$ cat config.mk
export PLATFORM = sky130hd
export DESIGN_NAME = uart_port_responder
export DESIGN_NICKNAME = d
export VERILOG_FILES = /design/src/rtl/uart_port_responder.sv
export SDC_FILE = /design/constraint.sdc
export NUM_CORES = 1
export LEC_CHECK = 0
export CELL_PAD_IN_SITES_DETAIL_PLACEMENT = 1
export CELL_PAD_IN_SITES_GLOBAL_PLACEMENT = 1
export CORE_ASPECT_RATIO = 0.8
export CORE_MARGIN = 2
export CORE_UTILIZATION = 47
export CTS_CLUSTER_DIAMETER = 100
export DETAILED_ROUTE_END_ITERATION = 7
export PLACE_DENSITY = 0.76
export SYNTH_ARGS = -nofsm -noshare
export SYNTH_HDL_FRONTEND = slang
export SYNTH_SLANG_ARGS = --single-unit
$ cat constraint.sdc
create_clock -name CLK -period 3.5 [get_ports CLK]
set_clock_uncertainty 0.15 [all_clocks]
set_input_delay 0.35 -clock CLK [delete_from_list [all_inputs] [get_ports CLK]]
set_output_delay 0.35 -clock CLK [all_outputs]
set_load 0.005 [all_outputs]
$ cat src/rtl/uart_port_responder.sv
// Device-side endpoint of the CPU serial port at 0xBF00: bus strobe handshake plus 8N1 UART.
// Define UART_PARITY_EN to switch both directions to 11-bit frames with even parity.
module uart_port_responder #(
  parameter int unsigned CLKS_PER_BIT = 434,
  parameter int unsigned SYNC_STAGES  = 2
) (
  input  logic       CLK,
  input  logic       RST,
  input  logic       wrn,
  input  logic       rdn,
  input  logic [7:0] data_in,
  output logic [7:0] data_out,
  output logic       data_oe,
  output logic       tbre,
  output logic       tsre,
  output logic       data_ready,
  output logic       txd,
  input  logic       rxd
);

  localparam logic [15:0] BIT_LAST  = 16'(CLKS_PER_BIT - 1);
  localparam logic [15:0] HALF_LAST = 16'(CLKS_PER_BIT / 2 - 1);

`ifdef UART_PARITY_EN
  typedef enum logic [2:0] {TX_IDLE, TX_START, TX_DATA, TX_PARITY, TX_STOP} tx_state_t;
  typedef enum logic [2:0] {RX_IDLE, RX_START, RX_DATA, RX_PARITY, RX_STOP, RX_BREAK} rx_state_t;
`else
  typedef enum logic [1:0] {TX_IDLE, TX_START, TX_DATA, TX_STOP} tx_state_t;
  typedef enum logic [2:0] {RX_IDLE, RX_START, RX_DATA, RX_STOP, RX_BREAK} rx_state_t;
`endif

  // Synchronizers, preset high so reset looks like an idle bus and line
  logic [SYNC_STAGES-1:0] wrn_sync_q, wrn_sync_d;
  logic [SYNC_STAGES-1:0] rdn_sync_q, rdn_sync_d;
  logic [SYNC_STAGES-1:0] rxd_sync_q, rxd_sync_d;
  logic wrn_dly_q, wrn_dly_d, rdn_dly_q, rdn_dly_d, rxd_dly_q, rxd_dly_d;
  logic wrn_s, rdn_s, rxd_s, wrn_rise, rdn_rise, rxd_fall;

  always_comb begin
    wrn_sync_d = {wrn_sync_q[SYNC_STAGES-2:0], wrn};
    rdn_sync_d = {rdn_sync_q[SYNC_STAGES-2:0], rdn};
    rxd_sync_d = {rxd_sync_q[SYNC_STAGES-2:0], rxd};
    wrn_s      = wrn_sync_q[SYNC_STAGES-1];
    rdn_s      = rdn_sync_q[SYNC_STAGES-1];
    rxd_s      = rxd_sync_q[SYNC_STAGES-1];
    wrn_dly_d  = wrn_s;
    rdn_dly_d  = rdn_s;
    rxd_dly_d  = rxd_s;
    wrn_rise   = wrn_s & ~wrn_dly_q;
    rdn_rise   = rdn_s & ~rdn_dly_q;
    rxd_fall   = ~rxd_s & rxd_dly_q;
  end

  always_ff @(posedge CLK or posedge RST) begin
    if (RST) begin
      wrn_sync_q <= '1;
      rdn_sync_q <= '1;
      rxd_sync_q <= '1;
      wrn_dly_q  <= 1'b1;
      rdn_dly_q  <= 1'b1;
      rxd_dly_q  <= 1'b1;
    end else begin
      wrn_sync_q <= wrn_sync_d;
      rdn_sync_q <= rdn_sync_d;
      rxd_sync_q <= rxd_sync_d;
      wrn_dly_q  <= wrn_dly_d;
      rdn_dly_q  <= rdn_dly_d;
      rxd_dly_q  <= rxd_dly_d;
    end
  end

  // Transmit path
  tx_state_t   tx_state_q, tx_state_d;
  logic [15:0] tx_cnt_q, tx_cnt_d;
  logic [2:0]  tx_bit_q, tx_bit_d;
  logic [7:0]  tx_shift_q, tx_shift_d;
  logic [7:0]  thr_q, thr_d;
  logic        tbre_q, tbre_d, txd_q, txd_d, tx_load;
`ifdef UART_PARITY_EN
  logic        tx_par_q, tx_par_d;
`endif

  always_comb begin
    tx_state_d = tx_state_q;
    tx_cnt_d   = tx_cnt_q;
    tx_bit_d   = tx_bit_q;
    tx_shift_d = tx_shift_q;
    thr_d      = thr_q;
    tbre_d     = tbre_q;
    txd_d      = txd_q;
    tx_load    = 1'b0;
`ifdef UART_PARITY_EN
    tx_par_d   = tx_par_q;
`endif
    if (wrn_rise && tbre_q) begin
      thr_d  = data_in;
      tbre_d = 1'b0;
    end
    case (tx_state_q)
      TX_IDLE: tx_load = ~tbre_q;
      TX_START:
        if (tx_cnt_q == BIT_LAST) begin
          tx_cnt_d   = '0;
          tx_bit_d   = '0;
          txd_d      = tx_shift_q[0];
          tx_state_d = TX_DATA;
        end else tx_cnt_d = tx_cnt_q + 16'd1;
      TX_DATA:
        if (tx_cnt_q == BIT_LAST) begin
          tx_cnt_d = '0;
          if (tx_bit_q == 3'd7) begin
`ifdef UART_PARITY_EN
            txd_d      = tx_par_q;
            tx_state_d = TX_PARITY;
`else
            txd_d      = 1'b1;
            tx_state_d = TX_STOP;
`endif
          end else begin
            tx_bit_d   = tx_bit_q + 3'd1;
            tx_shift_d = {1'b0, tx_shift_q[7:1]};
            txd_d      = tx_shift_q[1];
          end
        end else tx_cnt_d = tx_cnt_q + 16'd1;
`ifdef UART_PARITY_EN
      TX_PARITY:
        if (tx_cnt_q == BIT_LAST) begin
          tx_cnt_d   = '0;
          txd_d      = 1'b1;
          tx_state_d = TX_STOP;
        end else tx_cnt_d = tx_cnt_q + 16'd1;
`endif
      TX_STOP:
        if (tx_cnt_q == BIT_LAST) begin
          tx_cnt_d = '0;
          if (!tbre_q) tx_load = 1'b1;
          else tx_state_d = TX_IDLE;
        end else tx_cnt_d = tx_cnt_q + 16'd1;
      default: tx_state_d = TX_IDLE;
    endcase
    // A pending THR is pulled in from IDLE or straight out of STOP with no idle gap
    if (tx_load) begin
      tx_shift_d = thr_q;
      tbre_d     = 1'b1;
      txd_d      = 1'b0;
      tx_cnt_d   = '0;
      tx_state_d = TX_START;
`ifdef UART_PARITY_EN
      tx_par_d   = ^thr_q;
`endif
    end
  end

  always_ff @(posedge CLK or posedge RST) begin
    if (RST) begin
      tx_state_q <= TX_IDLE;
      tx_cnt_q   <= '0;
      tx_bit_q   <= '0;
      tx_shift_q <= '0;
      thr_q      <= '0;
      tbre_q     <= 1'b1;
      txd_q      <= 1'b1;
`ifdef UART_PARITY_EN
      tx_par_q   <= 1'b0;
`endif
    end else begin
      tx_state_q <= tx_state_d;
      tx_cnt_q   <= tx_cnt_d;
      tx_bit_q   <= tx_bit_d;
      tx_shift_q <= tx_shift_d;
      thr_q      <= thr_d;
      tbre_q     <= tbre_d;
      txd_q      <= txd_d;
`ifdef UART_PARITY_EN
      tx_par_q   <= tx_par_d;
`endif
    end
  end

  // Receive path
  rx_state_t   rx_state_q, rx_state_d;
  logic [15:0] rx_cnt_q, rx_cnt_d;
  logic [2:0]  rx_bit_q, rx_bit_d;
  logic [7:0]  rx_shift_q, rx_shift_d;
  logic [7:0]  rbr_q, rbr_d;
  logic        ready_q, ready_d, rx_load;
`ifdef UART_PARITY_EN
  logic        rx_perr_q, rx_perr_d;
`endif

  always_comb begin
    rx_state_d = rx_state_q;
    rx_cnt_d   = rx_cnt_q;
    rx_bit_d   = rx_bit_q;
    rx_shift_d = rx_shift_q;
    rbr_d      = rbr_q;
    ready_d    = ready_q;
    rx_load    = 1'b0;
`ifdef UART_PARITY_EN
    rx_perr_d  = rx_perr_q;
`endif
    case (rx_state_q)
      RX_IDLE:
        if (rxd_fall) begin
          rx_cnt_d   = '0;
          rx_state_d = RX_START;
        end
      RX_START:
        if (rx_cnt_q == HALF_LAST) begin
          rx_cnt_d = '0;
          rx_bit_d = '0;
`ifdef UART_PARITY_EN
          rx_perr_d = 1'b0;
`endif
          rx_state_d = rxd_s ? RX_IDLE : RX_DATA;
        end else rx_cnt_d = rx_cnt_q + 16'd1;
      RX_DATA:
        if (rx_cnt_q == BIT_LAST) begin
          rx_cnt_d   = '0;
          rx_shift_d = {rxd_s, rx_shift_q[7:1]};
          rx_bit_d   = rx_bit_q + 3'd1;
          if (rx_bit_q == 3'd7) begin
`ifdef UART_PARITY_EN
            rx_state_d = RX_PARITY;
`else
            rx_state_d = RX_STOP;
`endif
          end
        end else rx_cnt_d = rx_cnt_q + 16'd1;
`ifdef UART_PARITY_EN
      RX_PARITY:
        if (rx_cnt_q == BIT_LAST) begin
          rx_cnt_d   = '0;
          rx_perr_d  = rxd_s ^ (^rx_shift_q);
          rx_state_d = RX_STOP;
        end else rx_cnt_d = rx_cnt_q + 16'd1;
`endif
      RX_STOP:
        if (rx_cnt_q == BIT_LAST) begin
          rx_cnt_d = '0;
          if (!rxd_s) rx_state_d = RX_BREAK;
          else begin
            rx_state_d = RX_IDLE;
`ifdef UART_PARITY_EN
            rx_load    = ~rx_perr_q;
`else
            rx_load    = 1'b1;
`endif
          end
        end else rx_cnt_d = rx_cnt_q + 16'd1;
      RX_BREAK: if (rxd_s) rx_state_d = RX_IDLE;
      default:  rx_state_d = RX_IDLE;
    endcase
    // Ordering matters: a completed byte overrides a same-cycle read acknowledge
    if (rdn_rise) ready_d = 1'b0;
    if (rx_load) begin
      rbr_d   = rx_shift_q;
      ready_d = 1'b1;
    end
  end

  always_ff @(posedge CLK or posedge RST) begin
    if (RST) begin
      rx_state_q <= RX_IDLE;
      rx_cnt_q   <= '0;
      rx_bit_q   <= '0;
      rx_shift_q <= '0;
      rbr_q      <= '0;
      ready_q    <= 1'b0;
`ifdef UART_PARITY_EN
      rx_perr_q  <= 1'b0;
`endif
    end else begin
      rx_state_q <= rx_state_d;
      rx_cnt_q   <= rx_cnt_d;
      rx_bit_q   <= rx_bit_d;
      rx_shift_q <= rx_shift_d;
      rbr_q      <= rbr_d;
      ready_q    <= ready_d;
`ifdef UART_PARITY_EN
      rx_perr_q  <= rx_perr_d;
`endif
    end
  end

  assign data_out   = rbr_q;
  assign data_oe    = ~rdn_s;
  assign data_ready = ready_q;
  assign tbre       = tbre_q;
  assign tsre       = (tx_state_q == TX_IDLE);
  assign txd        = txd_q;

endmodule
==> summary.md, run 1 <==
| Metric | Value |
|---|---|
| Outcome | `complete, no violations` |
| Mapped Area | `between 4000 and 5000 um2` |
| Die Wd | `roughly 110 um` |
| Yosys warnings | `0` |
| Tightest Hold Check Type | `flip-flop to flip-flop` |
| Crit-path cells | `inv_1 > ha_1 > or4b_2 > nor4_1 > o22ai_1 > a21o_1 > a22o_1` |
| Leakage | `~2.2 nW` |
| First-pass GRT wire length | `roughly 15000 um` |
| Critical Path Start Type | `flip-flop` |
| Hold path cells | `0` |
| Tcrit/Tclk final | `82.8%` |
| Reg2reg path depth | `7` |
| CTS sink count | `87` |
| Nets@finish | `456` |
| Largest net degree at the start of global routing | `between 80 and 90` |
| Core Util, Final | `56.2%` |
| Via count | `between 3000 and 4000` |
| Rel. slew slack | `23.2%` |
| Initial antenna violation count | `0` |
| Synth area leaders | `dfrtp_1 (45%), dfstp_2 (6.9%), mux2_2 (4.5%), nor2_1 (4.2%), ha_1 (3.9%)` |
| CTS clock-pin slew for the worst setup and hold paths | `roughly 0.1 ns` |
| Unrepaired setup endpoints after global routing | `no` |
| Placed cell area | `approximately 4600 um2` |
| PnR worst setup slack | `0.601 ns` |
| I/O pin count | `26` |
| GR Overflow Total | `0` |
| Iteration count of the initial detailed-routing pass | `4` |
| Post-CTS Resized | `0` |
| Setup violations, final | `0` |
| Fin crit period | `~2.9 ns` |
| Synth top area share | `45.2%` |
| Fin area | `4830 um2` |
| # rows | `30` |
| Worst path arrival time | `~3 ns` |
| CP max FO | `15` |
| Worst EP required | `~3.6 ns` |
| Worst-skew pair later-pin latency | `around 0.37 ns` |
| Max Buffers Root-to-Sink | `2` |
| CP max stage cell | `or4b_2` |
| Vias per inst | `between 5 and 6` |
| Post-synthesis cell count | `401` |
| Initial DRC Count | `102` |
| Main synth FF type | `dfrtp_1` |
| Yosys top cell by area | `dfrtp_1` |
| Initial Utilization | `49.0%` |
| Hpwl dp | `just over 6000 um` |
| DRC viols | `0` |
| Largest stage delay, worst path | `0.60 ns` |
| DP Worst Slack | `0.647 ns` |
| Seq/Total Area, Yosys | `between 50% and 60%` |
| Crit. End Element | `flip-flop` |
| Ys async rst share | `between 90% and 100%` |
| WL final | `about 9000 um` |
| Avg WL per Cell | `16.5 um` |
| Post-CTS setup buffers | `0` |
| CP Class | `flip-flop to flip-flop` |
| Setup TNS | `0 ns` |
| EDFF count, synth | `0` |
| Root Driver | `clkbuf_8` |
| Power per cell area | `442 nW/um2` |
| GRT Total Usage | `between 20% and 30%` |
| CTS Buf Count | `9` |
| Layout cells sized above 1 | `14.7%` |
| CTS tree | `done` |
| DIE AREA | `around 9700 um2` |
| Port bufs | `25` |
| Post-Syn Nets | `427` |
| Synthesized area per cell | `approximately 11 um2` |
| CTS Hold Buffers Added | `0` |
| Top cells by count, synth | `dfrtp_1 (76), nor2_1 (47), nand2_1 (34)` |
| Peak supply drop | `~0.33 mV` |
| Most numerous cell in the Yosys netlist | `dfrtp_1` |
| Placer Congestion | `approximately 0.76` |
| Max Slew Vio Count | `0` |
| Vias in the first global route | `3228` |
| Area delta synth->final | `14.6%` |
| Max-cap violations | `0` |
| Register bit total from synthesis | `a little under 90` |
| Die height | `between 80 and 90 um` |
| Final Hold Fails | `0` |
| CTS H-tree depth | `3` |
| Final antenna-violating net count | `0` |
| FMAX | `between 300 and 400 MHz` |
| Antenna fix cells | `0` |
| Core area | `around 8600 um2` |
| Worst Tran Pin Value | `1.15 ns` |
| Synth unique cells | `around 50` |
routing by layer:
metal	GRT usage, %	wire [um]	part of all wire [%]
met5	0	0	0
met4	6.90	122	1.4
met3	5.45	283	3.1
met2	33.3	4270	47
met1	27.0	4340	48
cell families (layout without fill, tap and decap cells):
| kind of cell | Yosys count | in the layout | synth area share, % |
|---|---|---|---|
| simple gates | 155 | 155 | 19.4 |
| mux | 32 | 32 | 9.06 |
| fa+ha+maj | 13 | 13 | 3.86 |
| buf+inv | 30 | 64 | 2.70 |
| flops | 87 | 87 | 52.0 |
| compound gates | 72 | 72 | 10.5 |
| xor+xnor | 12 | 12 | 2.50 |
power breakdown:
group / total [W] / switching (W) / internal (W)
Combinational: 0.000186 / 0.0000964 / 0.0000895
Clock: 0.000805 / 0.000395 / 0.000410
Sequential: 0.00114 / 0.0000715 / 0.00107
flip-flops by register name, indices dropped and copies added, names as in the netlist:
| register | count |
|---|---|
| rx_shift_q | 8 |
| thr_q | 8 |
| rx_cnt_q | 16 |
| rx_state_q | 3 |
| tx_shift_q | 8 |
| wrn_dly_q | 1 |
| rxd_dly_q | 1 |
| tx_state_q | 2 |
| txd | 1 |
| wrn_sync_q | 2 |
| tx_bit_q | 3 |
| tbre | 1 |
| rx_bit_q | 3 |
| data_ready | 1 |
| tx_cnt_q | 16 |
| rdn_dly_q | 1 |
| rxd_sync_q | 2 |
| rdn_sync_q | 2 |
| data_out | 8 |
path summary, 6_finish.rpt:
check                                        start                       end  slack (ns)
max                        rx_cnt_q[0]$_DFFE_PP0P_   rx_cnt_q[8]$_DFFE_PP0P_        0.60
min reg2reg                rdn_sync_q[0]$_DFF_PP1_   rdn_sync_q[1]$_DFF_PP1_        0.21
min                        rdn_sync_q[0]$_DFF_PP1_   rdn_sync_q[1]$_DFF_PP1_        0.21
min in group asynchronous                      RST  tx_cnt_q[15]$_DFFE_PP0P_        0.24
max in group asynchronous                      RST   rxd_sync_q[0]$_DFF_PP1_        2.59
max reg2reg                rx_cnt_q[0]$_DFFE_PP0P_   rx_cnt_q[8]$_DFFE_PP0P_        0.60
per-stage QoR:
step	hold slack [ns]	total power, W	instances
4_1_cts	0.198	0.00217	547
5_1_grt	0.196	0.00224	547
3_5_place_dp	0.197	0.00135	531
2_1_floorplan	0.195	0.00127	401
6_report	0.210	0.00213	547
3_3_place_gp	0.196	0.00133	531
cell type report:
cell class | count | area (um2)
well taps | 112 | 140
clock buffers | 9 | 124
inverters | 20 | 76.3
fillers | 952 | 3770
flip-flops and latches | 87 | 2190
multi-input cells | 284 | 1910
repair buffers | 28 | 285
clock inverters | 7 | 104
placed cells by master (no fill, tap or decap), types with 11 or more instances in the layout:
cell | netlist | routed
inv_1 | 20 | 19
clkdlybuf4s50_1 | 0 | 25
a21oi_1 | 11 | 11
ha_1 | 13 | 13
dfstp_2 | 11 | 11
nand2_1 | 34 | 34
dfrtp_1 | 76 | 76
mux2_2 | 17 | 17
o21ai_0 | 27 | 27
nor2_1 | 47 | 47
worst max-delay path: cells and delay by family, from the launching register on:
kind	cells	cell delay (ns)
AOI/OAI and AO/OA	3	0.98
adders and majority gates	1	0.16
buffers and inverters	1	0.10
DFF	1	0.46
and+or+nand+nor	2	0.92
Power figures use the tool's default switching activity.
==> inputs of run 2 (changes only) <==
clock period = 2.7 ns   (was 3.5 ns; I/O delays follow)
==> summary.md, run 2 (same netlist as run 1, synthesis figures left out) <==
| Metric | Value |
|---|---|
| Crit. End Element | `flip-flop` |
| Rel. slew slack | `65.6%` |
| Worst-skew pair later-pin latency | `0.36 ns` |
| Worst Tran Pin Value | `0.517 ns` |
| Initial Utilization | `49.0%` |
| Outcome | `complete, no violations` |
| Power per cell area | `~570 nW/um2` |
| Vias per inst | `around 5.5` |
| Port bufs | `25` |
| Layout cells sized above 1 | `between 15 and 20%` |
| CTS H-tree depth | `3` |
| Largest registers | `rx_cnt_q (16), tx_cnt_q (16)` |
| End of the critical path | `data_out[1]$_DFFE_PP0P_` |
| Placer Congestion | `0.797` |
| Die Wd | `110 um` |
| Peak supply drop | `~0.37 mV` |
| DIE AREA | `just under 10000 um2` |
| WL final | `approximately 9500 um` |
| FMAX | `around 390 MHz` |
| Initial DRC Count | `approximately 140` |
| Via count | `around 3100` |
| Avg WL per Cell | `around 17 um` |
| Area delta synth->final | `18.1%` |
| Tcrit/Tclk final | `roughly 95%` |
| Root Driver | `clkbuf_8` |
| Worst path arrival time | `about 2.7 ns` |
| First-pass GRT wire length | `16000 um` |
| CTS clock-pin slew for the worst setup and hold paths | `roughly 0.090 ns` |
| Die height | `roughly 89 um` |
| # rows | `30` |
| R2r startpoint | `rx_cnt_q[9]$_DFFE_PP0P_` |
| Initial antenna violation count | `0` |
| CP Class | `flip-flop to flip-flop` |
| CTS Hold Buffers Added | `0` |
| Crit. Startpoint | `rx_cnt_q[9]$_DFFE_PP0P_` |
| Leakage | `2.25 nW` |
| DRC viols | `0` |
| Setup violations, final | `0` |
| Antenna fix cells | `0` |
| CP max FO | `9` |
| Reg2reg path depth | `5` |
| Setup TNS | `0 ns` |
| Core area | `8600 um2` |
| Final Hold Fails | `0` |
| Iteration count of the initial detailed-routing pass | `4` |
| Reg-to-Reg End | `data_out[1]$_DFFE_PP0P_` |
| Largest net degree at the start of global routing | `42` |
| Hpwl dp | `roughly 6600 um` |
| Max Buffers Root-to-Sink | `2` |
| I/O pin count | `26` |
| Fillers | `slightly above 900` |
| Critical Path Start Type | `flip-flop` |
| Core Util, Final | `just under 60%` |
| Power, Total | `0.00282 W` |
| Max-cap violations | `0` |
| Most frequent cells in the layout | `dfrtp_1 (76), nor2_1 (47), nand2_1 (34)` |
| DP Worst Slack | `0.109 ns` |
| Tightest Hold Check Type | `primary input to async pin` |
| Vias in the first global route | `3365` |
| GR Overflow Total | `0` |
| CTS Buf Count | `9` |
| Fin crit period | `roughly 2.6 ns` |
| Final antenna-violating net count | `0` |
| Max Slew Vio Count | `0` |
| CTS tree | `done` |
| Commonest non-fill, non-tap cell in the layout | `dfrtp_1` |
| Worst EP required | `roughly 2.8 ns` |
| CTS sink count | `between 80 and 90` |
| Internal reg-to-reg setup slack | `0.13 ns` |
| Unrepaired setup endpoints after global routing | `no` |
| GRT Total Usage | `roughly a fifth` |
| PnR worst setup slack | `~0.13 ns` |
| Nets@finish | `around 470` |
[run 2: worst max-delay path: stages, from the launching register on]
cell and delay, ns:
dfrtp_1 0.45, or4_4 0.60, or4_4 0.59, nor3_4 0.21, buf_12 0.17, mux2_4 0.30
[run 2: layout make-up]
| cell class | count | area, um2 | share of cell area (%) |
|---|---|---|---|
| Sequential cell | 87 | 2190 | 44.0 |
| Multi-Input combinational cell | 284 | 1920 | 38.6 |
| Timing Repair Buffer | 43 | 410 | 8.25 |
| Tap cell | 112 | 140 | 2.82 |
| Clock buffer | 10 | 128 | 2.57 |
| Clock inverter | 6 | 109 | 2.19 |
| Inverter | 20 | 76.3 | 1.53 |
[run 2: how the worst min path moves through the flow]
stage                            start                       end  slack (ns)  cells after the start
3_3_place_gp   rdn_sync_q[0]$_DFF_PP1_   rdn_sync_q[1]$_DFF_PP1_        0.20                      0
3_5_place_dp   rxd_sync_q[0]$_DFF_PP1_   rxd_sync_q[1]$_DFF_PP1_        0.20                      0
5_1_grt                            RST   rx_cnt_q[8]$_DFFE_PP0P_        0.12                      2
4_1_cts                            RST  rx_cnt_q[11]$_DFFE_PP0P_         0.1                      2
6_report                           RST  rx_cnt_q[11]$_DFFE_PP0P_        0.09                      2
2_1_floorplan                      rdn   rdn_sync_q[0]$_DFF_PP1_        0.12                      0
[run 2: where the power goes]
part	internal [W]	switching, W
clock network	0.000614	0.000469
registers	0.00139	0.0000857
logic	0.000125	0.000138
total	0.00213	0.000692
[run 2: through the flow]
stage	instances	hold slack, ns	cell area (um2)
after detailed placement	544	0.201	4710
after CTS	560	0.0955	4950
after global routing	562	0.117	4970
after floorplan	401	0.124	4210
final	562	0.0888	4970
after global placement	544	0.196	4710
[run 2: repair_timing]
item                                    in CTS  in global routing
setup buffers                                0                  2
gates resized for setup                      0                  3
endpoints found under the setup margin       0                 16
[run 2: layer usage]
metal / global-route usage [%] / vias up / routed length (um)
li1: - / 1514 / -
met1: 27.6 / 1561 / 4530
met2: 35.9 / 25 / 4650
met3: 4.86 / 11 / 223
met4: 6.56 / 0 / 104
met5: 0 / - / 0
